File: config.mk
export PLATFORM = sky130hd
export DESIGN_NAME = uart_cmd_rx
export DESIGN_NICKNAME = d
export VERILOG_FILES = /design/src/rtl/uart_cmd_rx.sv
export SDC_FILE = /design/constraint.sdc
export NUM_CORES = 1
export LEC_CHECK = 0
export CAP_MARGIN = 40
export CORE_UTILIZATION = 44
export CTS_CLUSTER_SIZE = 24
export DETAILED_ROUTE_END_ITERATION = 7
export PLACE_DENSITY = 0.65
export SLEW_MARGIN = 20
export SYNTH_ARGS = -nofsm -noshare
export SYNTH_HDL_FRONTEND = slang
export SYNTH_SLANG_ARGS = --single-unit
File: constraint.sdc
create_clock -name clk -period 8.19 [get_ports clk]
set_input_delay 1.638 -clock clk [delete_from_list [all_inputs] [get_ports clk]]
set_output_delay 1.638 -clock clk [all_outputs]
set_load 0.005 [all_outputs]
File: src/rtl/uart_cmd_rx.sv
// 8N1 UART receiver feeding a small command parser that turns 'W'/'R' packets
// into single-cycle write/read requests for a memory controller.
module uart_cmd_rx #(
  parameter int FREQ         = 54_000_000,
  parameter int BAUD         = 115200,
  parameter int TIMEOUT_BITS = 32
) (
  input  logic        clk,
  input  logic        reset,
  input  logic        uart_rxd,
  input  logic        busy,
  output logic        rd,
  output logic        wr,
  output logic [24:0] addr,
  output logic [15:0] din,
  output logic [7:0]  rx_byte,
  output logic        rx_byte_valid,
  output logic        frame_err,
  output logic        overrun
);
  localparam int CPB       = FREQ / BAUD;
  localparam int CW        = $clog2(CPB);
  localparam int TO_CYCLES = TIMEOUT_BITS * CPB;
  localparam int TW        = $clog2(TO_CYCLES + 1);
  localparam logic [CW-1:0] HALF_LAST = CW'(CPB / 2 - 1);
  localparam logic [CW-1:0] BIT_LAST  = CW'(CPB - 1);
  localparam logic [TW-1:0] TO_LAST   = TW'(TO_CYCLES - 1);

  typedef enum logic [1:0] {RX_IDLE, RX_START, RX_DATA, RX_STOP} rx_state_e;
  typedef enum logic [1:0] {P_IDLE, P_ADDR, P_DATA, P_ISSUE} p_state_e;

  logic            rxd_s1_q, rxd_s2_q, rxd_prev_q;
  rx_state_e       rx_state_q, rx_state_d;
  logic [CW-1:0]   rx_cnt_q, rx_cnt_d;
  logic [2:0]      bit_idx_q, bit_idx_d;
  logic [7:0]      shift_q, shift_d;
  logic [7:0]      rx_byte_q;
  logic            rx_valid_q, frame_err_q;
  logic            byte_done, stop_bad;

  p_state_e        p_state_q, p_state_d;
  logic            op_q;
  logic [1:0]      bcnt_q;
  logic [16:0]     addr_sh_q;
  logic [7:0]      din_hi_q;
  logic [TW-1:0]   to_cnt_q;
  logic [24:0]     addr_q;
  logic [15:0]     din_q;
  logic            issue_entry;

  // ---------------- receiver ----------------
  always_ff @(posedge clk or posedge reset) begin
    if (reset) begin
      rxd_s1_q    <= 1'b1;
      rxd_s2_q    <= 1'b1;
      rxd_prev_q  <= 1'b1;
      rx_state_q  <= RX_IDLE;
      rx_cnt_q    <= '0;
      bit_idx_q   <= '0;
      shift_q     <= '0;
      rx_byte_q   <= '0;
      rx_valid_q  <= 1'b0;
      frame_err_q <= 1'b0;
    end else begin
      rxd_s1_q    <= uart_rxd;
      rxd_s2_q    <= rxd_s1_q;
      rxd_prev_q  <= rxd_s2_q;
      rx_state_q  <= rx_state_d;
      rx_cnt_q    <= rx_cnt_d;
      bit_idx_q   <= bit_idx_d;
      shift_q     <= shift_d;
      rx_byte_q   <= byte_done ? shift_q : rx_byte_q;
      rx_valid_q  <= byte_done;
      frame_err_q <= stop_bad;
    end
  end

  always_comb begin
    rx_state_d = rx_state_q;
    rx_cnt_d   = rx_cnt_q;
    bit_idx_d  = bit_idx_q;
    shift_d    = shift_q;
    case (rx_state_q)
      RX_IDLE: begin
        if (rxd_prev_q && !rxd_s2_q) begin
          rx_state_d = RX_START;
          rx_cnt_d   = '0;
        end
      end
      RX_START: begin
        if (rx_cnt_q == HALF_LAST) begin
          rx_cnt_d   = '0;
          bit_idx_d  = '0;
          rx_state_d = rxd_s2_q ? RX_IDLE : RX_DATA;
        end else begin
          rx_cnt_d = rx_cnt_q + 1'b1;
        end
      end
      RX_DATA: begin
        if (rx_cnt_q == BIT_LAST) begin
          rx_cnt_d  = '0;
          shift_d   = {rxd_s2_q, shift_q[7:1]};
          bit_idx_d = bit_idx_q + 3'd1;
          if (bit_idx_q == 3'd7) rx_state_d = RX_STOP;
        end else begin
          rx_cnt_d = rx_cnt_q + 1'b1;
        end
      end
      default: begin
        if (rx_cnt_q == BIT_LAST) rx_state_d = RX_IDLE;
        else                      rx_cnt_d   = rx_cnt_q + 1'b1;
      end
    endcase
  end

  always_comb begin
    byte_done = (rx_state_q == RX_STOP) && (rx_cnt_q == BIT_LAST) && rxd_s2_q;
    stop_bad  = (rx_state_q == RX_STOP) && (rx_cnt_q == BIT_LAST) && !rxd_s2_q;
  end

  // ---------------- parser ----------------
  always_ff @(posedge clk or posedge reset) begin
    if (reset) p_state_q <= P_IDLE;
    else       p_state_q <= p_state_d;
  end

  // A packet already waiting in P_ISSUE is complete, so later line errors do not cancel it.
  always_comb begin
    p_state_d = p_state_q;
    case (p_state_q)
      P_IDLE: begin
        if (rx_valid_q && (rx_byte_q == 8'h57 || rx_byte_q == 8'h52)) p_state_d = P_ADDR;
      end
      P_ADDR: begin
        if (frame_err_q)                           p_state_d = P_IDLE;
        else if (rx_valid_q && bcnt_q == 2'd2)     p_state_d = op_q ? P_DATA : P_ISSUE;
        else if (!rx_valid_q && to_cnt_q == TO_LAST) p_state_d = P_IDLE;
      end
      P_DATA: begin
        if (frame_err_q)                           p_state_d = P_IDLE;
        else if (rx_valid_q && bcnt_q == 2'd1)     p_state_d = P_ISSUE;
        else if (!rx_valid_q && to_cnt_q == TO_LAST) p_state_d = P_IDLE;
      end
      default: begin
        if (!busy) p_state_d = P_IDLE;
      end
    endcase
  end

  always_comb begin
    rd      = (p_state_q == P_ISSUE) && !busy && !op_q;
    wr      = (p_state_q == P_ISSUE) && !busy && op_q;
    overrun = (p_state_q == P_ISSUE) && rx_valid_q;
  end

  assign issue_entry = (p_state_d == P_ISSUE) && (p_state_q != P_ISSUE);

  // Only bit 0 of the first address byte is kept; it lands just above the two low bytes.
  always_ff @(posedge clk or posedge reset) begin
    if (reset) begin
      op_q      <= 1'b0;
      bcnt_q    <= '0;
      addr_sh_q <= '0;
      din_hi_q  <= '0;
      to_cnt_q  <= '0;
      addr_q    <= '0;
      din_q     <= '0;
    end else begin
      if ((p_state_q == P_ADDR || p_state_q == P_DATA) && !rx_valid_q) to_cnt_q <= to_cnt_q + 1'b1;
      else                                                              to_cnt_q <= '0;
      if (rx_valid_q) begin
        case (p_state_q)
          P_IDLE: begin
            op_q   <= (rx_byte_q == 8'h57);
            bcnt_q <= '0;
          end
          P_ADDR: begin
            bcnt_q <= (bcnt_q == 2'd2) ? 2'd0 : bcnt_q + 2'd1;
            case (bcnt_q)
              2'd0:    addr_sh_q       <= {rx_byte_q[0], 16'h0000};
              2'd1:    addr_sh_q[15:8] <= rx_byte_q;
              default: addr_sh_q[7:0]  <= rx_byte_q;
            endcase
          end
          P_DATA: begin
            bcnt_q <= bcnt_q + 2'd1;
            if (bcnt_q == 2'd0) din_hi_q <= rx_byte_q;
          end
          default: ;
        endcase
      end
      if (issue_entry) begin
        addr_q <= op_q ? {8'h00, addr_sh_q} : {8'h00, addr_sh_q[16:8], rx_byte_q};
        if (op_q) din_q <= {din_hi_q, rx_byte_q};
      end
    end
  end

  assign addr          = addr_q;
  assign din           = din_q;
  assign rx_byte       = rx_byte_q;
  assign rx_byte_valid = rx_valid_q;
  assign frame_err     = frame_err_q;

endmodule

== After elaboration in Yosys (flattened, before gate mapping) ==
Index checks and enable logic that the tools add are counted.

* Add/subtract/negate cells: 4
* Equality and inequality tests: 21
* Multiplexer cells: 30
* Bitwise logic cells: 1
* Reduce and logical (&&, ||, !) cells: 38

{| class="wikitable"
|+ Operators by type and width
! cell !! number
|-
| 9-bit 2-to-1 mux || 4
|-
| 8-bit one-hot mux with 2 select lines || 2
|-
| 2-bit 2-to-1 mux || 14
|-
| 9-bit one-hot mux with 3 select lines || 1
|-
| 2-bit one-hot mux with 3 select lines || 3
|-
| 8-bit by 7-bit equality test with 1-bit output (second input constant) || 2
|-
| 3-bit AND reduction || 5
|-
| 14-bit by 1-bit adder with 14-bit output (second input constant) || 1
|-
| 14-bit equality test (second input constant) || 1
|-
| 1-bit logical AND || 14
|-
| 14-bit 2-to-1 mux || 1
|-
| 2-bit equality test (second input constant) || 6
|-
| 2-bit != test (second input constant) || 5
|-
| 2-bit AND reduction || 5
|-
| 9-bit by 1-bit adder with 9-bit output (second input constant) || 1
|-
| 9-bit by 8-bit equality test with 1-bit output (second input constant) || 1
|-
| 9-bit equality test (second input constant) || 1
|-
| 8-bit 2-to-1 mux || 1
|-
| 2-bit by 1-bit equality test with 1-bit output (second input constant) || 3
|-
| 2-bit logical NOT || 3
|-
| 3-bit 2-to-1 mux || 2
|-
| 3-bit one-hot mux with 2 select lines || 1
|-
| 3-bit nonzero test || 2
|-
| 5-bit AND reduction || 1
|-
| 9 further kinds || 14
|}

* Flip-flop bits (word level): 112
* Input bits: 4
* Output and inout bits: 54
* Word-level logic and storage cells: 114

== Depth between registers and ports, before layout ==
* Depth in word-level cells: 9
* Depth in mapped cells: 9

== Worst setup path before layout ==
Ideal clock, no wire load.

* Path kind: input to output
* Start point: input port busy
* End point: output port rd
* Data arrival time: 1844 ps
* Data required time: 6552 ps
* Setup slack: 4708 ps
* Cell stages on the path: 1
* Buffers on the path: 0
* Path through: nor3b_1

* Word-level cells in the longest chain between the ends: 3

{| class="wikitable"
|+ RTL lines
! element !! line !! source
|-
| start, declared || 11 || <nowiki>input logic busy,</nowiki>
|-
| 1-bit logical NOT || 151 || <nowiki>rd = (p_state_q == P_ISSUE) && !busy && !op_q;</nowiki>
|-
| 1-bit logical AND (2 in a row) || 151 ||
|-
| end, declared || 12 || <nowiki>output logic rd,</nowiki>
|}

Every way passes these cells.

== Final worst setup path ==
Same ends and word-level chain as after synthesis.

==> impl_metrics.yaml <==
layout:
  final_common_cell: "dfrtp_1"
  seqCellArea_sq_mm: 0.00281
  final_cell_mix: "dfrtp_1 (109), clkdlybuf4s50_1 (49), mux2_2 (46), nand2_1 (28), nor2_1 (25)"
  multi_input_area_sq_mm: 0.00212
  diodes: 0
  finalNonFillerCells: 610
  fillers: 954
  synthToLayoutAreaGrowth_pct: 18.9
  num-nets-final: 483
  drive_above_1_share: 0.179
yosys:
  synth_top_area_frac: 0.536
  yosys.cell_types.count: 49
  syn_area_per_cell_sq_um: 12.3
  synth_area_sq_mm: 0.00509
  ys_ff_latch: 112
  synthFlopType: "dfrtp_1"
  yosys.area.top_type: "dfrtp_1"
  yosysWarnings: 0
  syn_inst: 415
  async_reset_ff_frac: 1.00
  synth_edf_count: 0
  synth_area_leaders: "dfrtp_1 (54%), mux2_2 (10%), ha_1 (3.4%), mux2_4 (3.0%), xor2_1 (2.4%)"
  seq_area_frac_synth: 0.552
clock_tree:
  hold_buffers: 0
  cts_max_path_buffers: 2
  cts_resized: 0
  cts-buffers-inserted: 9
  cts.clk_slew.worst_paths_ns: 0.08
  htreeDepth: 3
  cts_tree: "done"
  cts_num_sinks: 112
  postCtsSetupBuffers: 0
  insertion_delay_ns: 0.35
  root_buffer: "clkbuf_16"
setup_path:
  crit_cells: 3
  r2r_cells: 7
  worstPathArrival_ns: 2.87
  worstPathCellList: "clkdlybuf4s50_1 -> nor3b_1 -> clkdlybuf4s50_1"
  endpoint_kind: "output port"
  path_buf_inv: 2
  cp_common_cell: "clkdlybuf4s50_1"
  required_ns: 6.55
  path_class: "input pin to output port"
  max_stage_delay_ns: 0.53
  path_delay_family: "buffers and inverters"
  start_kind: "input pin"
  cp_slowest_cell: "clkdlybuf4s50_1"
  critPathMaxFanout: 6
route:
  viasPerCell: 5.35
  drcViolationCount: 0
  routed_wl_microns: 9860
  drt_first_iter_violations: 109
  firstDrtPassIters: 4
  num_vias: 3264
  wl_per_cell_microns: 16.2
  ant_nets: 0
global_route:
  grt_pass1_vias: 3281
  antenna_found_initial: 0
  overflow: 0
  grt_pass1_wl_microns: 16600
  grt_usage: 0.184
  grt_start_max_net_pins: 60
run:
  drv_cap: 0
timing:
  finClkSkew_ns: 0.00766
  hold_slack_ns: 0.358
  hold_viol: 0
  max_freq_mhz: 222
  rsz0062_at_grt: "no"
  worst_slew_pin_slew_ns: 0.829
  setup_violations: 0
  setup_tns_ns: 0
  fin_crit_ns: 4.51
  slew_headroom: 0.445
  fin_crit_sh: 0.551
  slew_viol_final: 0
place:
  hpwl_microns: 6860
  portBuffers: 49
  dp.cells: 594
  place.gp.congestion: 0.817
power:
  p_leak_nw: 2.81
  power_per_cell_area_mw_per_mm2: 181
  peakVddDrop_v: 0.000139
  power.total_mw: 1.09
floorplan:
  die_w_microns: 110
  dieArea_sq_mm: 0.0120
  core_sq_mm: 0.0110
  num_rows: 38
  die_h_microns: 110
  start_util: 0.461
  io_pins: 58
min_path:
  holdPathStages: 0
  hp-class: "flop to flop"
outcome:
  status: "finished, final reports clean"
[path summary, 6_finish.rpt]
kind                       slack (ns)       start           to
setup / recovery                 3.68        busy           rd
hold / removal                   0.36    rxd_s1_q     rxd_s2_q
setup reg to reg                 5.16  rx_byte[1]      din[15]
hold reg to reg                  0.36    rxd_s1_q     rxd_s2_q
max in group asynchronous        5.54       reset   rxd_prev_q
min in group asynchronous        1.63       reset  to_cnt_q[7]
[power by group]
part	total [mW]	internal (mW)	leakage (nW)	switching, mW
clock network	0.466	0.254	0.156	0.212
registers	0.576	0.562	1.53	0.0141
logic	0.0513	0.0162	1.12	0.0351
total	1.09	0.832	2.81	0.262
[state kept, by name, indices dropped and copies added (netlist names), 3 cells and up]
register   cells
addr          17
addr_sh_q     17
bit_idx_q      3
din           16
din_hi_q       8
rx_byte        8
rx_cnt_q       9
shift_q        8
to_cnt_q      14
[cell usage after synthesis (3+ instances only)]
library cell and instances:
a21oi_1 5, a22o_1 10, a22oi_1 4, and3_1 6
buf_4 8, clkbuf_1 10, dfrtp_1 109, dfstp_2 3
ha_1 14, inv_1 18, mux2_1 10, mux2_2 46
mux2_4 10, nand2_1 28, nand2b_1 9, nand3_1 13
nand3b_1 3, nand4_1 11, nor2_1 25, nor3_1 6
o21ai_0 16, xnor2_1 5, xor2_1 14
[routing by layer]
metal,track usage,vias up,wire [microns]
li1,-,1533,-
met1,0.247,1661,4780
met2,0.297,58,4600
met3,0.0409,12,349
met4,0.0600,0,129
met5,0,-,0
[layout make-up]
class / instances / area share
clock inverters: 6 / 0.0141
repair buffers: 53 / 0.0912
clock buffers: 10 / 0.0395
well taps: 140 / 0.0290
flip-flops and latches: 112 / 0.464
inverters: 18 / 0.0116
multi-input cells: 271 / 0.351
[cells by family after synthesis]
kind of cell,Yosys count,share of synthesized area
other,1,0.000737
multiplexers,67,0.155
buffers and inverters,39,0.0376
XOR/XNOR,19,0.0327
AND/OR/NAND/NOR,117,0.123
flip-flops,112,0.552
AO/OA/AOI/OAI,46,0.0642
adder cells (fa/ha/maj),14,0.0344
[stage by stage]
step                      area [sq um]  worst slack (ns)   util
final                             6050              3.68  0.548
after global routing              6050              3.62  0.548
after CTS                         6050              3.67  0.548
after detailed placement          5730              3.68  0.519
after global placement            5670              3.69  0.514
after floorplan                   5110              3.60      -
No activity file was read; power rests on OpenSTA's default activity.
